<file path="config.mk">
export PLATFORM = sky130hd
export DESIGN_NAME = aes_sbox_scheduler_flat
export DESIGN_NICKNAME = d
export VERILOG_FILES = /design/src/rtl/aes_sbox_scheduler_if.sv /design/src/rtl/aes_sbox_scheduler.sv /design/src/flat_wrapper.sv
export SDC_FILE = /design/constraint.sdc
export NUM_CORES = 1
export LEC_CHECK = 0
export CORE_MARGIN = 2
export CORE_UTILIZATION = 44
export DETAILED_ROUTE_END_ITERATION = 6
export PLACE_DENSITY = 0.8
export SLEW_MARGIN = 20
export SYNTH_ARGS = -nofsm -noshare
export SYNTH_HDL_FRONTEND = slang
export SYNTH_SLANG_ARGS = --single-unit
</file>
<file path="constraint.sdc">
create_clock -name ClkxCI -period 3.25 [get_ports ClkxCI]
set_input_delay 0.8125 -clock ClkxCI [delete_from_list [all_inputs] [get_ports ClkxCI]]
set_output_delay 0.8125 -clock ClkxCI [all_outputs]
set_load 0.01 [all_outputs]
</file>
<file path="src/rtl/aes_sbox_scheduler_if.sv">
// Bundle of request, PRNG, sbox and response signals for the shared-sbox scheduler.
interface aes_sbox_scheduler_if #(
    parameter int SHARES = 2,
    parameter int TAGW   = 4
);
    logic                  ClearxSI;
    logic                  ReqAValidxSI;
    logic                  ReqAReadyxSO;
    logic [8*SHARES-1:0]   ReqADataxDI;
    logic [TAGW-1:0]       ReqATagxDI;
    logic                  ReqBValidxSI;
    logic                  ReqBReadyxSO;
    logic [8*SHARES-1:0]   ReqBDataxDI;
    logic [TAGW-1:0]       ReqBTagxDI;
    logic                  RndValidxSI;
    logic                  RndReqxSO;
    logic [8*SHARES-1:0]   SboxInxDO;
    logic [8*SHARES-1:0]   SboxOutxDI;
    logic                  RspAValidxSO;
    logic                  RspBValidxSO;
    logic [8*SHARES-1:0]   RspDataxDO;
    logic [TAGW-1:0]       RspTagxDO;
    logic                  BusyxSO;

    // Scheduler side
    modport slave (
        input  ClearxSI, ReqAValidxSI, ReqADataxDI, ReqATagxDI,
        input  ReqBValidxSI, ReqBDataxDI, ReqBTagxDI,
        input  RndValidxSI, SboxOutxDI,
        output ReqAReadyxSO, ReqBReadyxSO, RndReqxSO, SboxInxDO,
        output RspAValidxSO, RspBValidxSO, RspDataxDO, RspTagxDO, BusyxSO
    );

    // Requester / PRNG / sbox side
    modport master (
        output ClearxSI, ReqAValidxSI, ReqADataxDI, ReqATagxDI,
        output ReqBValidxSI, ReqBDataxDI, ReqBTagxDI,
        output RndValidxSI, SboxOutxDI,
        input  ReqAReadyxSO, ReqBReadyxSO, RndReqxSO, SboxInxDO,
        input  RspAValidxSO, RspBValidxSO, RspDataxDO, RspTagxDO, BusyxSO
    );
endinterface

</file>
<file path="src/rtl/aes_sbox_scheduler.sv">
// Shares one masked pipelined sbox between the state datapath (A) and the
// key schedule (B). Round-robin, mask-gated issue; a tracking shift register
// steers each result back to its requester a fixed LATENCY+1 edges after accept.
module aes_sbox_scheduler #(
    parameter int SHARES  = 2,
    parameter int LATENCY = 5,
    parameter int TAGW    = 4
) (
    input logic                 ClkxCI,
    input logic                 RstxRI,
    aes_sbox_scheduler_if.slave bus
);
    localparam int DW = 8 * SHARES;

    typedef struct packed {
        logic            valid;
        logic            src;     // 0 = A, 1 = B
        logic [TAGW-1:0] tag;
    } trk_t;

    logic            ptr_q, ptr_d;          // 0 = A has priority
    logic [DW-1:0]   sbox_in_q, sbox_in_d;
    trk_t            trk_q [LATENCY+1];
    trk_t            trk_d [LATENCY+1];
    logic            rsp_a_q, rsp_a_d;
    logic            rsp_b_q, rsp_b_d;
    logic [DW-1:0]   rsp_data_q, rsp_data_d;
    logic [TAGW-1:0] rsp_tag_q, rsp_tag_d;
    logic            issue_ok, grant_a, grant_b, ready_a, ready_b, busy;

    // Round-robin grant, qualified by fresh mask and no flush
    always_comb begin
        issue_ok = bus.RndValidxSI & ~bus.ClearxSI;
        grant_a  = bus.ReqAValidxSI & (~bus.ReqBValidxSI | ~ptr_q);
        grant_b  = bus.ReqBValidxSI & (~bus.ReqAValidxSI |  ptr_q);
        ready_a  = grant_a & issue_ok;
        ready_b  = grant_b & issue_ok;
    end

    // Next pointer, held sbox input (no share transitions on stall) and tracking shift
    always_comb begin
        ptr_d     = ptr_q;
        sbox_in_d = sbox_in_q;
        if (ready_a) begin
            ptr_d     = 1'b1;
            sbox_in_d = bus.ReqADataxDI;
        end else if (ready_b) begin
            ptr_d     = 1'b0;
            sbox_in_d = bus.ReqBDataxDI;
        end
        trk_d[0].valid = ready_a | ready_b;
        trk_d[0].src   = ready_b;
        trk_d[0].tag   = ready_b ? bus.ReqBTagxDI : bus.ReqATagxDI;
        for (int i = 1; i <= LATENCY; i++) begin
            trk_d[i] = trk_q[i-1];
        end
        if (bus.ClearxSI) begin
            for (int i = 0; i <= LATENCY; i++) begin
                trk_d[i].valid = 1'b0;
            end
        end
    end

    // Response capture from the last tracking stage; a flush cannot stop it
    always_comb begin
        rsp_a_d    = trk_q[LATENCY].valid & ~trk_q[LATENCY].src;
        rsp_b_d    = trk_q[LATENCY].valid &  trk_q[LATENCY].src;
        rsp_data_d = rsp_data_q;
        rsp_tag_d  = rsp_tag_q;
        if (trk_q[LATENCY].valid) begin
            rsp_data_d = bus.SboxOutxDI;
            rsp_tag_d  = trk_q[LATENCY].tag;
        end
    end

    // Busy whenever any tracking stage holds a byte
    always_comb begin
        busy = 1'b0;
        for (int i = 0; i <= LATENCY; i++) begin
            busy = busy | trk_q[i].valid;
        end
    end

    // State registers
    always_ff @(posedge ClkxCI or posedge RstxRI) begin
        if (RstxRI) begin
            ptr_q      <= 1'b0;
            sbox_in_q  <= '0;
            rsp_a_q    <= 1'b0;
            rsp_b_q    <= 1'b0;
            rsp_data_q <= '0;
            rsp_tag_q  <= '0;
            for (int i = 0; i <= LATENCY; i++) begin
                trk_q[i] <= '0;
            end
        end else begin
            ptr_q      <= ptr_d;
            sbox_in_q  <= sbox_in_d;
            rsp_a_q    <= rsp_a_d;
            rsp_b_q    <= rsp_b_d;
            rsp_data_q <= rsp_data_d;
            rsp_tag_q  <= rsp_tag_d;
            for (int i = 0; i <= LATENCY; i++) begin
                trk_q[i] <= trk_d[i];
            end
        end
    end

    assign bus.ReqAReadyxSO = ready_a;
    assign bus.ReqBReadyxSO = ready_b;
    assign bus.RndReqxSO    = ready_a | ready_b;
    assign bus.SboxInxDO    = sbox_in_q;
    assign bus.RspAValidxSO = rsp_a_q;
    assign bus.RspBValidxSO = rsp_b_q;
    assign bus.RspDataxDO   = rsp_data_q;
    assign bus.RspTagxDO    = rsp_tag_q;
    assign bus.BusyxSO      = busy;
endmodule

</file>
<file path="src/flat_wrapper.sv">
// flat-port wrapper written by rule: the top's interface ports become plain ports
module aes_sbox_scheduler_flat 
#(
    parameter int SHARES  = 2,
    parameter int LATENCY = 5,
    parameter int TAGW    = 4
)
  (ClkxCI, RstxRI, bus_ClearxSI, bus_ReqAValidxSI, bus_ReqADataxDI, bus_ReqATagxDI, bus_ReqBValidxSI, bus_ReqBDataxDI, bus_ReqBTagxDI, bus_RndValidxSI, bus_SboxOutxDI, bus_ReqAReadyxSO, bus_ReqBReadyxSO, bus_RndReqxSO, bus_SboxInxDO, bus_RspAValidxSO, bus_RspBValidxSO, bus_RspDataxDO, bus_RspTagxDO, bus_BusyxSO);
  aes_sbox_scheduler_if #(.SHARES(SHARES), .TAGW(TAGW)) bus_i ();
  input logic ClkxCI;
  input logic RstxRI;
  input wire logic [$bits(bus_i.ClearxSI)-1:0] bus_ClearxSI;
  input wire logic [$bits(bus_i.ReqAValidxSI)-1:0] bus_ReqAValidxSI;
  input wire logic [$bits(bus_i.ReqADataxDI)-1:0] bus_ReqADataxDI;
  input wire logic [$bits(bus_i.ReqATagxDI)-1:0] bus_ReqATagxDI;
  input wire logic [$bits(bus_i.ReqBValidxSI)-1:0] bus_ReqBValidxSI;
  input wire logic [$bits(bus_i.ReqBDataxDI)-1:0] bus_ReqBDataxDI;
  input wire logic [$bits(bus_i.ReqBTagxDI)-1:0] bus_ReqBTagxDI;
  input wire logic [$bits(bus_i.RndValidxSI)-1:0] bus_RndValidxSI;
  input wire logic [$bits(bus_i.SboxOutxDI)-1:0] bus_SboxOutxDI;
  output wire logic [$bits(bus_i.ReqAReadyxSO)-1:0] bus_ReqAReadyxSO;
  output wire logic [$bits(bus_i.ReqBReadyxSO)-1:0] bus_ReqBReadyxSO;
  output wire logic [$bits(bus_i.RndReqxSO)-1:0] bus_RndReqxSO;
  output wire logic [$bits(bus_i.SboxInxDO)-1:0] bus_SboxInxDO;
  output wire logic [$bits(bus_i.RspAValidxSO)-1:0] bus_RspAValidxSO;
  output wire logic [$bits(bus_i.RspBValidxSO)-1:0] bus_RspBValidxSO;
  output wire logic [$bits(bus_i.RspDataxDO)-1:0] bus_RspDataxDO;
  output wire logic [$bits(bus_i.RspTagxDO)-1:0] bus_RspTagxDO;
  output wire logic [$bits(bus_i.BusyxSO)-1:0] bus_BusyxSO;
  assign bus_i.ClearxSI = bus_ClearxSI;
  assign bus_i.ReqAValidxSI = bus_ReqAValidxSI;
  assign bus_i.ReqADataxDI = bus_ReqADataxDI;
  assign bus_i.ReqATagxDI = bus_ReqATagxDI;
  assign bus_i.ReqBValidxSI = bus_ReqBValidxSI;
  assign bus_i.ReqBDataxDI = bus_ReqBDataxDI;
  assign bus_i.ReqBTagxDI = bus_ReqBTagxDI;
  assign bus_i.RndValidxSI = bus_RndValidxSI;
  assign bus_i.SboxOutxDI = bus_SboxOutxDI;
  assign bus_ReqAReadyxSO = bus_i.ReqAReadyxSO;
  assign bus_ReqBReadyxSO = bus_i.ReqBReadyxSO;
  assign bus_RndReqxSO = bus_i.RndReqxSO;
  assign bus_SboxInxDO = bus_i.SboxInxDO;
  assign bus_RspAValidxSO = bus_i.RspAValidxSO;
  assign bus_RspBValidxSO = bus_i.RspBValidxSO;
  assign bus_RspDataxDO = bus_i.RspDataxDO;
  assign bus_RspTagxDO = bus_i.RspTagxDO;
  assign bus_BusyxSO = bus_i.BusyxSO;
  aes_sbox_scheduler #(.SHARES(SHARES), .LATENCY(LATENCY), .TAGW(TAGW)) u_core (.ClkxCI(ClkxCI), .RstxRI(RstxRI), .bus(bus_i));
endmodule
</file>
* Word level (Yosys, flattened, before mapping)
Index checks and enable logic that the tools add are counted.
Cells by class: mux-type cells 11, reductions and logical operators 1, bitwise logic cells 20
Operators by type and width (number):
- 16-bit 2-to-1 mux | 2
- 1-bit 2-to-1 mux | 8
- 1-bit OR | 8
- 1-bit bitwise AND | 7
- 1-bit NOT | 5
- 4-bit 2-to-1 mux | 1
- 2-bit nonzero test | 1
Storage, ports and cells: input bits 62, register bits 75

* Logic depth before layout (Yosys ltp)
Gate-level depths: netlist of run 1.
word-level depth 6, gate-level depth with buffers 5, gate-level depth less buffers 3

* Worst setup path before layout of run 1
No wires, ideal clock.
path type input -> output, start point input port bus_ClearxSI, end point output port bus_ReqAReadyxSO, path buffers 2, arrival time 1482 ps, cell stages on the path 5, setup slack 956 ps, required time 2438 ps, path through and3b_1 > buf_6 > nand2_2 > buf_4 > inv_1
On the way: longest elaborated chain between the ends 3
Ends and longest elaborated chain:
- start, declared | line flat_wrapper.sv:12 | input wire logic [$bits(bus_i.ClearxSI)-1:0] bus_ClearxSI;
- 1-bit NOT | line aes_sbox_scheduler.sv:33 | issue_ok = bus.RndValidxSI & ~bus.ClearxSI;
- 1-bit bitwise AND | line aes_sbox_scheduler.sv:33
- 1-bit bitwise AND | line aes_sbox_scheduler.sv:36 | ready_a = grant_a & issue_ok;
- end, declared | line flat_wrapper.sv:21 | output wire logic [$bits(bus_i.ReqAReadyxSO)-1:0] bus_ReqAReadyxSO;
No other way between the ends.

* Final worst setup path of run 1
start point input port bus_ClearxSI, end point output port bus_ReqBReadyxSO
On the way: longest elaborated chain between the ends 3
Ends and longest elaborated chain:
- 1-bit NOT | line aes_sbox_scheduler.sv:33
- 1-bit bitwise AND | line aes_sbox_scheduler.sv:33
- 1-bit bitwise AND | line aes_sbox_scheduler.sv:37 | ready_b = grant_b & issue_ok;
- end, declared | line flat_wrapper.sv:22 | output wire logic [$bits(bus_i.ReqBReadyxSO)-1:0] bus_ReqBReadyxSO;
No other way between the ends.

==> impl_results.md, run 1 <==
- Run status: finished, final reports clean
- Number of flops mapped to enable cells by yosys: 0
- Total track usage: 0.171
- CP Launch Point: bus_ClearxSI
- Crit path DAT: 2260 ps
- Critical Path Fanout Max: 4
- Worst min-delay path class: reg -> reg
- WHS: 350 ps
- Final Slew Violations: 0
- Worst setup SP type: input pin
- Synth area leaders: dfrtp_1, mux2_2, a221o_1
- Worst setup path class: in -> out
- Hold_sp: u_core.trk_d[10]
- CTS tree: built
- Area grow syn2layout: 48.9%
- Fillers: 437
- DP Area: 0.00390 mm^2
- Vias in the first global route: 1961
- Clk pwr share: 0.353
- Total gr overflow: 0
- Max Cap Viol: 0
- CTS max path bufs: 2
- Root Buffer: clkbuf_8
- Mapped Avg Cell Area: 15.2 um^2
- TritonCTS buffer count: 9
- Tmin final: 3080 ps
- Max Freq: 325 MHz
- Post-synth top area share: 0.676
- R2R Path Start: u_core.ptr_q
- Detailed Place HPWL: 3940 um
- Vias/cell: 4.92
- Max_slew headroom: 0.573
- Antenna-violating nets left: 0
- Worst Setup End Kind: primary output
- Top_reg_cell synth: dfrtp_1
- Hold-fix buffers at CTS: 0
- VDD IR max: 0.313 mV
- Reg power frac: 0.474
- Chip width: 83.4 um
- Pin count of the biggest net entering global routing: 27
- Cell taking the most area after synthesis: dfrtp_1
- Post-synthesis register bit count: 75
- Warnings from Yosys: 0
- Syn nets: 245
- Sequential Area: 0.00188 mm^2
- Die area: 0.00696 mm^2
- Final period util: 0.946
- Final Skew: 8.05 ps
- First-pass GRT wire length: 9290 um
- Reg clk slew, reported paths: 80 ps
- Worst Max-Slew Pin Slew: 640 ps
- # diodes: 0
- Share of cells above drive strength 1: 0.220
- Detailed Route WL: 5470 um
- Post-DR wirelength/cell: 14.6 um
- Asr flop ratio synth: 1.00
- Sequential element share of the synthesized area: 0.676
- Buffers on Ports: 103
- Switching power total: 519 uW
- Post-synth cell types: 25
- RSZ-0062 raised after global routing: no
- CP required: 2440 ps
- Switching portion of total power: 0.230
- PostCTS Resize Cnt: 0
- H-tree levels: 3
- Most frequent cell after synthesis: dfrtp_1
- Multi-input logic area: 817 um^2
- Internal power: 1.74 mW
- GPL Wtd Cong: 0.718
- Synth Instances: 183
- Final Hold Viols: 0
- P_leak: 1.89 nW
- Clk_lat worst skew: 330 ps
- CORE AREA: 0.00603 mm^2
- Setup Viol. Count Final: 0
- Vias: 1846
- Clk sink count: 75
- Post-route setup TNS: 0 ps
- Std cell rows: 28
- Synth top cells by count: dfrtp_1, mux2_2, a221o_1, nor3b_1, and3_1
- Die Ht: 83.4 um
- Initial Util: 0.461
- Comb power frac: 0.173
- PD cells: 546 mW/mm^2
- TritonRoute pass-1 iters: 4
- Ports: 104
- Initial drt markers: 69
- Initial antenna violation count: 0
- # DRC: 0
- Fin nets: 357
- Post-route cell area: 0.00413 mm^2
- Syn Std Cell Area: 0.00278 mm^2
- Post-CTS setup buffer count: 0
-- layer usage --
layer  GRT usage  vias up  part of all wire
met2       0.260       75              0.48
met3      0.0457        9             0.069
met5           0        -                 0
li1            -      880                 -
met4      0.0924        0             0.023
met1       0.224      882              0.43
-- registers in the layout, indices dropped and copies added, names as in the netlist --
register and cells:
u_core.bus.SboxInxDO 16, u_core.bus.RspBValidxSO 1, u_core.ptr_q 1, u_core.trk_d 25, u_core.trk_q 11, u_core.bus.RspAValidxSO 1
u_core.bus.RspTagxDO 4, u_core.bus.RspDataxDO 16
-- cells by family (layout without fill, tap and decap cells) --
kind of cell	Yosys count	after routing	synth area share
AO/OA/AOI/OAI	18	18	0.0631
AND/OR/NAND/NOR	51	51	0.128
multiplexers	24	24	0.103
flip-flops	75	75	0.676
buffers and inverters	15	132	0.0297
-- worst max-delay path, cell delays in order --
cell and delay (ps):
clkdlybuf4s50_1 460, and2b_2 260, and3_1 180, clkdlybuf4s50_1 550
-- cells in the final DEF, fill, tap and decap left out, types with 2 or more instances in the layout --
master and count:
bufinv_16 2, inv_1 3, and3_2 7, inv_6 3, clkbuf_8 10, mux2_2 20, clkdlybuf4s50_1 103, and2b_2 6
dfrtp_1 75, nor2_1 2, buf_4 9, mux2_4 4, nand2_1 2, nor3b_1 16, a221o_1 16, and3_1 10
-- power groups by stage --
stage	logic, mW	registers [mW]	clock network, mW
floorplan	0.123	1.11	0
global placement	0.388	1.08	0
detailed placement	0.396	1.09	0
CTS	0.395	1.07	0.822
global route	0.420	1.08	0.869
finish	0.390	1.07	0.797
-- through the flow --
| stage | util | setup WS (ps) | instances | power (mW) |
|---|---|---|---|---|
| floorplan | - | 528 | 183 | 1.23 |
| global placement | 0.648 | 180 | 359 | 1.47 |
| detailed placement | 0.648 | 174 | 359 | 1.48 |
| CTS | 0.686 | 164 | 375 | 2.29 |
| global route | 0.686 | 123 | 375 | 2.37 |
| finish | 0.686 | 175 | 375 | 2.26 |
-- worst paths after layout --
check	to	cells past startpoint	slack, ps
max reg2reg	u_core.trk_d[26]	4	1870
max in group asynchronous	u_core.bus.SboxInxDO[6]	3	1780
min	u_core.trk_d[4]	0	350
min reg2reg	u_core.trk_d[4]	0	350
min in group asynchronous	u_core.trk_q[4]	2	800
max	bus_ReqBReadyxSO	4	170
-- layout make-up --
cell class,instances,share of cell area
Tap cell,75,0.0227
Timing Repair Buffer,112,0.266
Clock buffer,10,0.0333
Clock inverter,6,0.0227
Sequential cell,75,0.454
Multi-Input combinational cell,93,0.198
Inverter,4,0.00393
No activity file was read; power rests on OpenSTA's default activity.
==> run 2, diff against run 1 <==
--- a/config.mk
+++ b/config.mk
@@ -13,3 +13,4 @@
 export SYNTH_ARGS = -nofsm -noshare
 export SYNTH_HDL_FRONTEND = slang
 export SYNTH_SLANG_ARGS = --single-unit
+export TNS_END_PERCENT = 1
==> results of run 2 <==
No change in the layout: final DEF, timing and power equal those of run 1.
==> run 3, diff against run 2 <==
--- a/config.mk
+++ b/config.mk
@@ -5,10 +5,12 @@
 export SDC_FILE = /design/constraint.sdc
 export NUM_CORES = 1
 export LEC_CHECK = 0
+export CELL_PAD_IN_SITES_DETAIL_PLACEMENT = 0
+export CELL_PAD_IN_SITES_GLOBAL_PLACEMENT = 2
 export CORE_MARGIN = 2
-export CORE_UTILIZATION = 44
+export CORE_UTILIZATION = 29
 export DETAILED_ROUTE_END_ITERATION = 6
-export PLACE_DENSITY = 0.8
+export PLACE_DENSITY_LB_ADDON = 0.1
 export SLEW_MARGIN = 20
 export SYNTH_ARGS = -nofsm -noshare
 export SYNTH_HDL_FRONTEND = slang
==> run 3 against run 2 <==
Against the previous run: flip-flop and latch count unchanged; total power decreased by 7.0%; clock-buffer cell count unchanged; combinational power increased by 2%; final cell count increased by 15%; core utilization decreased by 24 points; sequential share of layout area decreased by 0.35 points; critical path depth unchanged; critical endpoint unchanged; final area increased by 0.79%.
==> impl_results.md, run 3 (synthesized netlist as in run 1, its figures left out) <==
- Run status: finished, final reports clean
- Detailed Route WL: 6050 um (+11%)
- Initial Util: 0.299 (-0.162)
- Die Ht: 102 um (+22%)
- CTS tree: built
- Chip width: 102 um (+22%)
- Hold-fix buffers at CTS: 0 (unchanged)
- Clk_lat worst skew: 340 ps (about the same)
- # DRC: 0 (unchanged)
- Worst setup SP type: input pin
- Most frequent cells in the layout: clkdlybuf4s50_1, dfrtp_1, mux2_2, nor3b_1, a221o_1
- R2R Path Start: u_core.ptr_q
- Std cell rows: 35 (+25%)
- CORE AREA: 0.00928 mm^2 (+54%)
- RSZ-0062 raised after global routing: no
- CTS max path bufs: 2 (unchanged)
- Gr busiest metal: met2
- TritonCTS buffer count: 9 (unchanged)
- Final Slew Violations: 0 (unchanged)
- Initial antenna violation count: 0 (unchanged)
- Ports: 104 (unchanged)
- CP required: 2440 ps (about the same)
- Share of cells above drive strength 1: 0.219 (-0.000731)
- Post-route cell area: 0.00417 mm^2 (+0.79%)
- Post-CTS setup buffer count: 0 (unchanged)
- Total gr overflow: 0 (unchanged)
- Post-DR wirelength/cell: 14.1 um (-3.5%)
- Critical Path Fanout Max: 4 (unchanged)
- Max Freq: 326 MHz (+0.13%)
- Tmin final: 3070 ps (-4.02 ps)
- Antenna-violating nets left: 0 (unchanged)
- Final Hold Viols: 0 (unchanged)
- Met1 GRT Util: 0.151 (-0.0727)
- Comb power frac: 0.188 (+0.015)
- Clk pwr share: 0.303 (-0.050)
- M2 GR Usage: 0.191 (-0.0687)
- Vias/cell: 4.33 (-12%)
- Final period util: 0.945 (-0.00124)
- VDD IR max: 0.158 mV (-49%)
- GPL Wtd Cong: 0.769 (+7.1%)
- # diodes: 0 (unchanged)
- Hold depth: 0 (unchanged)
- Vias in the first global route: 1972 (+0.56%)
- Internal power: 1.56 mW (-10%)
- Hold_sp: u_core.trk_d[2]
- Die area: 0.0104 mm^2 (+49%)
- Flop-to-flop setup slack: 1870 ps (about the same)
- Total track usage: 0.122 (-0.0491)
- Max Cap Viol: 0 (unchanged)
- H-tree levels: 3 (unchanged)
- TritonRoute pass-1 iters: 5 (+1)
- PD cells: 504 mW/mm^2 (-7.7%)
- Hold endpoint: u_core.trk_q[2]
- Worst Setup End Kind: primary output
- Vias: 1862 (+0.87%)
- R2R Path End: u_core.trk_d[25]
- Pin count of the biggest net entering global routing: 76 (+180%)
- DP Area: 0.00399 mm^2 (+2.2%)
- Worst min-delay path class: reg -> reg
- Final Skew: 13.0 ps (+4.99 ps)
- Root Buffer: clkbuf_8
- Detailed Place HPWL: 4100 um (+4.2%)
- Crit path DAT: 2260 ps (about the same)
- PostCTS Resize Cnt: 0 (unchanged)
- Switching power total: 535 uW (+3.0%)
- First-pass GRT wire length: 9520 um (+2.5%)
- Max reg flops: 25 (unchanged)
- P_leak: 1.88 nW (-0.70%)
- Worst setup path class: in -> out
- Switching portion of total power: 0.255 (+0.0247)
- Reg clk slew, reported paths: 90 ps (about the same)
- Post-route setup TNS: 0 ps (unchanged)
- Clk sink count: 75 (unchanged)
- Reg power frac: 0.509 (+0.035)
- Initial drt markers: 26 (-62%)
- Max_slew headroom: 0.739 (+0.166)
- Worst Max-Slew Pin Slew: 391 ps (-249 ps)
- Area grow syn2layout: 50.1%
- Buffers on Ports: 103 (unchanged)
- Setup Viol. Count Final: 0 (unchanged)
- Reg2Reg Depth: 4 (unchanged)
- Fin nets: 358 (+0.28%)
- Most common cell after layout, fill and taps aside: clkdlybuf4s50_1
- M3 GR Usage: 0.0472 (+0.00147)
-- run 3: power groups by stage --
| stage | registers [mW] | clock network, mW | logic [mW] |
|---|---|---|---|
| 2_1_floorplan | 1.11 | 0 | 0.123 |
| 3_3_place_gp | 1.08 | 0 | 0.403 |
| 3_5_place_dp | 1.08 | 0 | 0.404 |
| 4_1_cts | 1.07 | 0.665 | 0.403 |
| 5_1_grt | 1.08 | 0.713 | 0.429 |
| 6_report | 1.07 | 0.635 | 0.396 |
-- run 3: final cells by class --
type / count / area (um^2)
Fill cell: 889 / 5120
Sequential cell: 75 / 1880
Timing Repair Buffer: 113 / 1120
Multi-Input combinational cell: 93 / 817
Tap cell: 129 / 161
Clock buffer: 10 / 128
Clock inverter: 6 / 48.8
Inverter: 4 / 16.3
-- run 3: worst max-delay path by stage --
stage / from / end / cells after the start
after detailed placement: bus_ReqAValidxSI / bus_ReqAReadyxSO / 5
after CTS: bus_ReqAValidxSI / bus_ReqBReadyxSO / 4
after global routing: bus_ReqAValidxSI / bus_ReqBReadyxSO / 4
final: bus_ReqAValidxSI / bus_ReqBReadyxSO / 4
after floorplan: RstxRI / u_core.bus.RspAValidxSO / 1
after global placement: bus_ReqAValidxSI / bus_ReqAReadyxSO / 5
-- run 3: per-layer routing --
layer / vias to the layer above / part of all wire / routed length, um
met3: 6 / 0.078 / 474
met4: 0 / 0.014 / 82
met5: - / 0 / 0
li1: 882 / - / -
met2: 77 / 0.47 / 2840
met1: 897 / 0.44 / 2650
-- run 3: critical path, stage by stage --
cell and delay, ps:
clkdlybuf4s50_1 540, or2b_1 240, and3_1 190, clkdlybuf4s50_1 480
-- run 3: through the flow --
| stage | worst slack [ps] | utilization | hold slack [ps] | std cells | power, mW |
|---|---|---|---|---|---|
| 2_1_floorplan | 528 | - | 331 | 183 | 1.23 |
| 3_3_place_gp | 179 | 0.430 | 332 | 414 | 1.49 |
| 3_5_place_dp | 173 | 0.430 | 335 | 414 | 1.49 |
| 4_1_cts | 173 | 0.449 | 346 | 430 | 2.14 |
| 5_1_grt | 126 | 0.449 | 351 | 430 | 2.22 |
| 6_report | 179 | 0.449 | 342 | 430 | 2.10 |
